==> config.mk <==
export PLATFORM = sky130hd
export DESIGN_NAME = digit_serial_adder
export DESIGN_NICKNAME = d
export VERILOG_FILES = /design/src/rtl/digit_serial_adder_pkg.sv /design/src/rtl/digit_serial_adder_slice.sv /design/src/rtl/digit_serial_adder.sv
export SDC_FILE = /design/constraint.sdc
export NUM_CORES = 1
export LEC_CHECK = 0
export BUFFER_PORTS_ARGS = -buffer_cell sky130_fd_sc_hd__buf_2
export CORE_ASPECT_RATIO = 0.6
export CORE_MARGIN = 2
export CORE_UTILIZATION = 35
export CTS_CLUSTER_DIAMETER = 30
export DETAILED_ROUTE_END_ITERATION = 10
export GPL_TIMING_DRIVEN = 0
export PLACE_DENSITY_LB_ADDON = 0.08
export SKIP_LAST_GASP = 1
export SLEW_MARGIN = 15
export SYNTH_ARGS = -nofsm -noshare
export SYNTH_HDL_FRONTEND = slang
export SYNTH_SLANG_ARGS = --single-unit
==> constraint.sdc <==
create_clock -name clk -period 12.2 [get_ports clk]
set_clock_uncertainty 0.15 [all_clocks]
set_input_delay 2.44 -clock clk [delete_from_list [all_inputs] [get_ports clk]]
set_output_delay 2.44 -clock clk [all_outputs]
set_load 0.01 [all_outputs]
==> src/rtl/digit_serial_adder_pkg.sv <==
// Shared types and helpers for the digit-serial adder/subtractor.
package digit_serial_adder_pkg;

    typedef enum logic [1:0] {
        IDLE,
        RUN,
        DONE
    } state_t;

    // Digit counter width; a one-digit operation still needs a one-bit counter.
    function automatic int cnt_width(input int n);
        int w;
        w = $clog2(n);
        return (w < 1) ? 1 : w;
    endfunction

endpackage

==> src/rtl/digit_serial_adder_slice.sv <==
// One-bit full adder and the DIGIT-bit ripple slice built from it.
module full_adder (
    input  logic a,
    input  logic b,
    input  logic cin,
    output logic s,
    output logic cout
);
    assign s    = a ^ b ^ cin;
    assign cout = (a & b) | (cin & (a ^ b));
endmodule

module adder_slice #(
    parameter int DIGIT = 4
) (
    input  logic [DIGIT-1:0] a,
    input  logic [DIGIT-1:0] b,
    input  logic             cin,
    output logic [DIGIT-1:0] s,
    output logic             cout,
    output logic             c_msb
);
    logic [DIGIT:0] c;

    assign c[0] = cin;

    for (genvar i = 0; i < DIGIT; i++) begin : g_fa
        full_adder u_fa (
            .a    (a[i]),
            .b    (b[i]),
            .cin  (c[i]),
            .s    (s[i]),
            .cout (c[i+1])
        );
    end

    assign cout  = c[DIGIT];
    assign c_msb = c[DIGIT-1];
endmodule

==> src/rtl/digit_serial_adder.sv <==
// Multi-cycle adder/subtractor: processes DIGIT bits per clock, carry held in a register.
module digit_serial_adder
    import digit_serial_adder_pkg::*;
#(
    parameter int WIDTH = 32,
    parameter int DIGIT = 4
) (
    input  logic             clk,
    input  logic             rst,
    input  logic             start,
    input  logic             sub,
    input  logic [WIDTH-1:0] a,
    input  logic [WIDTH-1:0] b,
    input  logic             cin,
    output logic             busy,
    output logic             done,
    output logic [WIDTH-1:0] sum,
    output logic             cout,
    output logic             ovf
);
    localparam int N  = (DIGIT > 0) ? WIDTH / DIGIT : 1;
    localparam int CW = cnt_width(N);
    localparam logic [CW-1:0] LAST = CW'(N - 1);

    if (WIDTH < 1 || DIGIT < 1 || DIGIT > WIDTH || (WIDTH % DIGIT) != 0) begin : g_param_check
        $error("digit_serial_adder: WIDTH must be a positive multiple of DIGIT");
    end

    state_t           state;
    logic [WIDTH-1:0] a_q;
    logic [WIDTH-1:0] b_q;
    logic [WIDTH-1:0] acc;
    logic [WIDTH-1:0] acc_next;
    logic [CW-1:0]    cnt;
    logic             carry;
    logic [DIGIT-1:0] s_dig;
    logic             s_cout;
    logic             s_cmsb;

    // Operands shift right each digit, so the active digit is always the low slice.
    adder_slice #(.DIGIT(DIGIT)) u_slice (
        .a     (a_q[DIGIT-1:0]),
        .b     (b_q[DIGIT-1:0]),
        .cin   (carry),
        .s     (s_dig),
        .cout  (s_cout),
        .c_msb (s_cmsb)
    );

    // Result digits enter at the top and shift down; after N digits they sit in place.
    if (N == 1) begin : g_single
        assign acc_next = s_dig;
    end else begin : g_multi
        assign acc_next = {s_dig, acc[WIDTH-1:DIGIT]};
    end

    always_ff @(posedge clk or posedge rst) begin
        if (rst) begin
            state <= IDLE;
            busy  <= 1'b0;
            done  <= 1'b0;
            sum   <= '0;
            cout  <= 1'b0;
            ovf   <= 1'b0;
            cnt   <= '0;
            carry <= 1'b0;
            a_q   <= '0;
            b_q   <= '0;
            acc   <= '0;
        end else begin
            case (state)
                IDLE: begin
                    done <= 1'b0;
                    if (start) begin
                        a_q   <= a;
                        b_q   <= sub ? ~b : b;
                        carry <= sub | cin;
                        cnt   <= '0;
                        busy  <= 1'b1;
                        state <= RUN;
                    end
                end
                RUN: begin
                    a_q   <= a_q >> DIGIT;
                    b_q   <= b_q >> DIGIT;
                    acc   <= acc_next;
                    carry <= s_cout;
                    cnt   <= cnt + 1'b1;
                    if (cnt == LAST) begin
                        state <= DONE;
                        done  <= 1'b1;
                        sum   <= acc_next;
                        cout  <= s_cout;
                        ovf   <= s_cmsb ^ s_cout;
                    end
                end
                DONE: begin
                    done  <= 1'b0;
                    busy  <= 1'b0;
                    state <= IDLE;
                end
                default: begin
                    done  <= 1'b0;
                    busy  <= 1'b0;
                    state <= IDLE;
                end
            endcase
        end
    end
endmodule

==> After elaboration in Yosys (flattened, before gate mapping) <==
Index checks and enable logic that the tools add are counted.
Widths: inputs -> output; s select.
{ "totals": {"elab_cells": 62, "in_bits": 69, "register_bits": 138} }
{ "op_classes": {"n_bitwise": 24, "n_eq_ne": 4, "n_addsub": 1, "n_reduce_logical": 6, "n_mux": 16} }
{ "op_table": {"columns": ["cell", "n"], "rows": [
  ["$pmux 32 s2", 2],
  ["$mux 32", 3],
  ["$not 32->32", 1],
  ["$xor 1x1->1", 9],
  ["$and 1x1->1", 8],
  ["$reduce_and 2->1", 4],
  ["$pmux 3 s2", 1],
  ["$or 1x1->1", 5],
  ["$mux 1", 4],
  ["$mux 2", 2],
  ["$ne 2x2->1 const B", 2],
  ["$pmux 1 s2", 2],
  ["$pmux 2 s2", 1],
  ["$add 3x1->3 const B", 1],
  ["$eq 3x3->1 const B", 1],
  ["$mux 3", 1],
  ["$eq 2x1->1 const B", 1],
  ["$logic_not 2->1", 1],
  ["$reduce_bool 2->1", 1],
  ["$not 1->1", 1]
]} }

==> Depth between registers and ports, before layout <==
{ "depth": {"depth_word": 10, "depth_mapped": 9, "ltp_nobuf": 9} }

==> Cells and area by module <==
From an unflattened synthesis, not the netlist that was laid out.
{ "unflattened": {"cells_unflattened": 491, "area_unflattened_um2": 6002.0} }
{ "by_module_without_submodules": {"columns": ["module", "area_each_um2", "seq_area_each_um2", "cells_per_inst", "instances"], "rows": [
  ["digit_serial_adder", 5921.9, 3353.2, 487, 1],
  ["full_adder", 20.0, 0.0, 1, 4]
]} }

==> Least setup slack after synthesis <==
Ideal clock, no wire load.
{ "synth_timing": {"path_type": "input port to flip-flop", "from": "in start", "to": "reg a_q[18]", "path_buffers": 2, "t_required_ns": 11.917, "stages": 5, "slack_ns": 8.751, "arrival_time_ns": 3.166, "path_cell_list": "buf_4 -> clkbuf_1 -> and2b_1 -> a21oi_1 -> o21ai_0"} }
{ "synth_via": {"elab_chain_len": 2} }
{ "synth_lines": {"columns": ["element", "line", "text"], "rows": [
  ["start: declaration", "digit_serial_adder.sv:10", "input logic start,"],
  ["$ne 2x2->1 (no line)", null, null],
  ["$reduce_and 2->1 (no line)", null, null],
  ["end signal: assignment", "digit_serial_adder.sv:84", "a_q <= a_q >> DIGIT;"],
  ["end: declaration", "digit_serial_adder.sv:30", "logic [WIDTH-1:0] a_q;"]
]} }
No other way between the ends.
A chain may end at the register's enable or synchronous reset.

==> Final worst setup path <==
{ "layout_timing": {"from": "reg busy", "to": "out busy"} }
{ "layout_rtl": {"columns": ["element", "line", "text"], "rows": [
  ["start: declaration", "digit_serial_adder.sv:15", "output logic busy,"],
  ["start signal: assignment", "digit_serial_adder.sv:60", "busy <= 1'b0;"],
  ["start signal: assignment", "digit_serial_adder.sv:79", "busy <= 1'b1;"],
  ["start signal: assignment", "digit_serial_adder.sv:99", "busy <= 1'b0;"]
]} }
No word-level cell between the ends.

==> flow_summary.toml <==
[grt]
overflow = 0
antenna_found_initial = 0
track_usage_pct = 17.5
grt_pass1_wl_mm = 25.1
grt_pass1_vias = 4457
grt_max_degree = 75

[sta]
tns_ns = 0
hold_viol = 0
layout_min_cycle_time_ns = 3.55
fin_crit_sh_pct = 29.1
tightest_slew_ns = 0.584
setup_violations = 0
max-slew-margin-rel_pct = 61.1
rsz0062_at_grt = "false"
fmax_mhz = 282
whs_ns = 0.324
drv_slew = 0

[clocking]
cts_hold_buf = 0
cts_setup_buffers = 0
path_clk_slew_ns = 0.06
cts.repair.resized = 0
cts_tree = "done"
cts-root-buf = "clkbuf_16"
cts_inserted_buffers = 17
cts_max_level = 4
clock_latency_ns = 0.41
cts.sinks = 134
clk_path_buf_depth = 2

[die]
io_pins = 105
die_h_um = 107
start_util_pct = 35.9
core-area_um2 = 17200
die_area_um2 = 18800
rows = 37
chipWidth_um = 175

[route]
dr.pass1.iters = 7
drt_iter0_drc = 242
ant_nets = 0
dr_total_vias = 4404
drc = 0
wire_per_inst_um = 17.5
totalWireLength_mm = 15.6
via_per_inst = 4.92

[cells_and_area]
drive_above_1_share_pct = 35.2
antenna_cells = 0
area_growth_pct = 23.5
regArea_um2 = 3350
nFillCells = 1663
multi_input_area_um2 = 2520
final_nets = 723

[worst_setup_path]
path_class = "flop to primary output"
path_buf_inv = 1
cp_cell_sequence = "buf_2"
r2r_setup_slack_ns = 9.69
worstPathArrival_ns = 0.96
r2r_start = "carry$_DFFE_PP0P_"
cpPeakStageDelay_ns = 0.40
path_delay_family = "flip-flops"
rr_worst_depth = 8
cp_max_fo = 2
worstSetupEndpointType = "primary output"
r2r-end = "sum[31]$_DFFE_PP0P_"
slowest_stage = "dfrtp_1"
worst_setup_path_start_kind = "flop"
worst_ep_required_time_ns = 9.61

[pwr]
power_density_nw_per_um2 = 261
irDropWorstVdd_mv = 0.107
p_leak_nw = 3.55
finalPower_mw = 1.99

[synth]
synth.distinct_cells = 30
syn_area_um2 = 6180
synth_fp_nets = 600
synth-seq-area-share_pct = 54.3
yosysTopAreaCellShare_pct = 54.3
ys_top_cells_by_area = "dfrtp_1 54%, mux2_2 6.0%, mux2_4 5.8%, nand2_1 4.7%, xnor2_1 4.5%"
synth_top_area_cell = "dfrtp_1"
yosysMostFrequentCell = "dfrtp_1"
synth-seq-cells = 134
yosys_warnings = 0
ys_async_sr_fraction_pct = 100
synth-main-ff-cell = "dfrtp_1"
synth_edf_count = 0
synthTopCellsByCount = "134 x dfrtp_1, 78 x nand2_1, 33 x mux2_2"
syn_inst = 525
syn_avg_cell_area_um2 = 11.8

[flow_run]
maxCapViolCount = 0

[placed_design]
port_buffers = 103
gp_congestion = 0.817
hpwl_mm = 11.0

[outcome]
status = "finished, final reports clean"

[min_path]
holdPathEnd = "sum[28]$_DFFE_PP0P_"
hp-class = "flop to flop"
hold_depth = 2
min_from = "sum[28]$_DFFE_PP0P_"
-- worst max-delay path by stage --
stage,start,to,slack [ns],cells past startpoint
after global routing,sum[10]$_DFFE_PP0P_,sum[10],8.62,1
after global placement,rst,a_q[10]$_DFFE_PP0P_,4.28,2
after floorplan,rst,a_q[0]$_DFFE_PP0P_,6.03,1
final,busy$_DFFE_PP0P_,busy,8.65,1
after detailed placement,start,a_q[20]$_DFFE_PP0P_,8.36,6
after CTS,busy$_DFFE_PP0P_,busy,8.64,1
-- area by class of cell --
class / instances / area share [%]
well taps: 234 / 3.84
flip-flops and latches: 134 / 44.0
multi-input cells: 339 / 33.0
plain buffers: 42 / 3.51
inverters: 10 / 0.591
clock buffers: 20 / 5.99
repair buffers: 104 / 7.12
clock inverters: 12 / 1.98
-- routing by layer --
layer	GRT usage, %	share of wire, %	vias up
met1	27.3	53	2206
met4	5.31	1.1	0
met3	3.65	4.5	15
li1	-	-	2081
met5	0	0	-
met2	24.0	41	102
-- cells by family (layout without fill, tap and decap cells) --
family / count (synthesis) / after routing / synth area share, %
mux: 57 / 57 / 11.9
fa+ha+maj: 6 / 6 / 1.70
xor+xnor: 33 / 33 / 4.68
compound gates: 128 / 128 / 13.6
buf+inv: 52 / 188 / 4.94
flops: 134 / 134 / 54.3
simple gates: 115 / 115 / 8.97
-- layout by cell type, fill, tap and decap left out, drive strengths merged, types with 6 or more instances in the layout --
| master | n |
|---|---|
| clkbuf | 28 |
| nor2 | 7 |
| xnor2 | 32 |
| nor2b | 18 |
| buf | 138 |
| and2b | 7 |
| a22oi | 26 |
| clkinv | 6 |
| mux2 | 57 |
| inv | 11 |
| dfrtp | 134 |
| nand2 | 78 |
| a21oi | 29 |
| o221ai | 28 |
| o21ai | 40 |
-- stage by stage --
stage	util, %	worst slack [ns]	cells	area, um2
after floorplan	-	6.03	525	6180
after global placement	40.6	4.28	862	6980
after detailed placement	40.8	8.36	863	7020
after CTS	44.3	8.64	895	7630
after global routing	44.3	8.62	895	7630
final	44.3	8.65	895	7630
-- where the power goes --
| group | switching, mW | internal [mW] |
|---|---|---|
| sequential | 0.129 | 0.641 |
| clock | 0.199 | 0.332 |
| combinational | 0.334 | 0.356 |
-- sequential cells by signal, summed over array words and instances (netlist names) --
name and flops:
a_q 32, acc 28, b_q 32, busy 1, carry 1, cnt 3
cout 1, done 1, ovf 1, state 2, sum 32
Note: power is estimated with default switching activity, not from simulation.
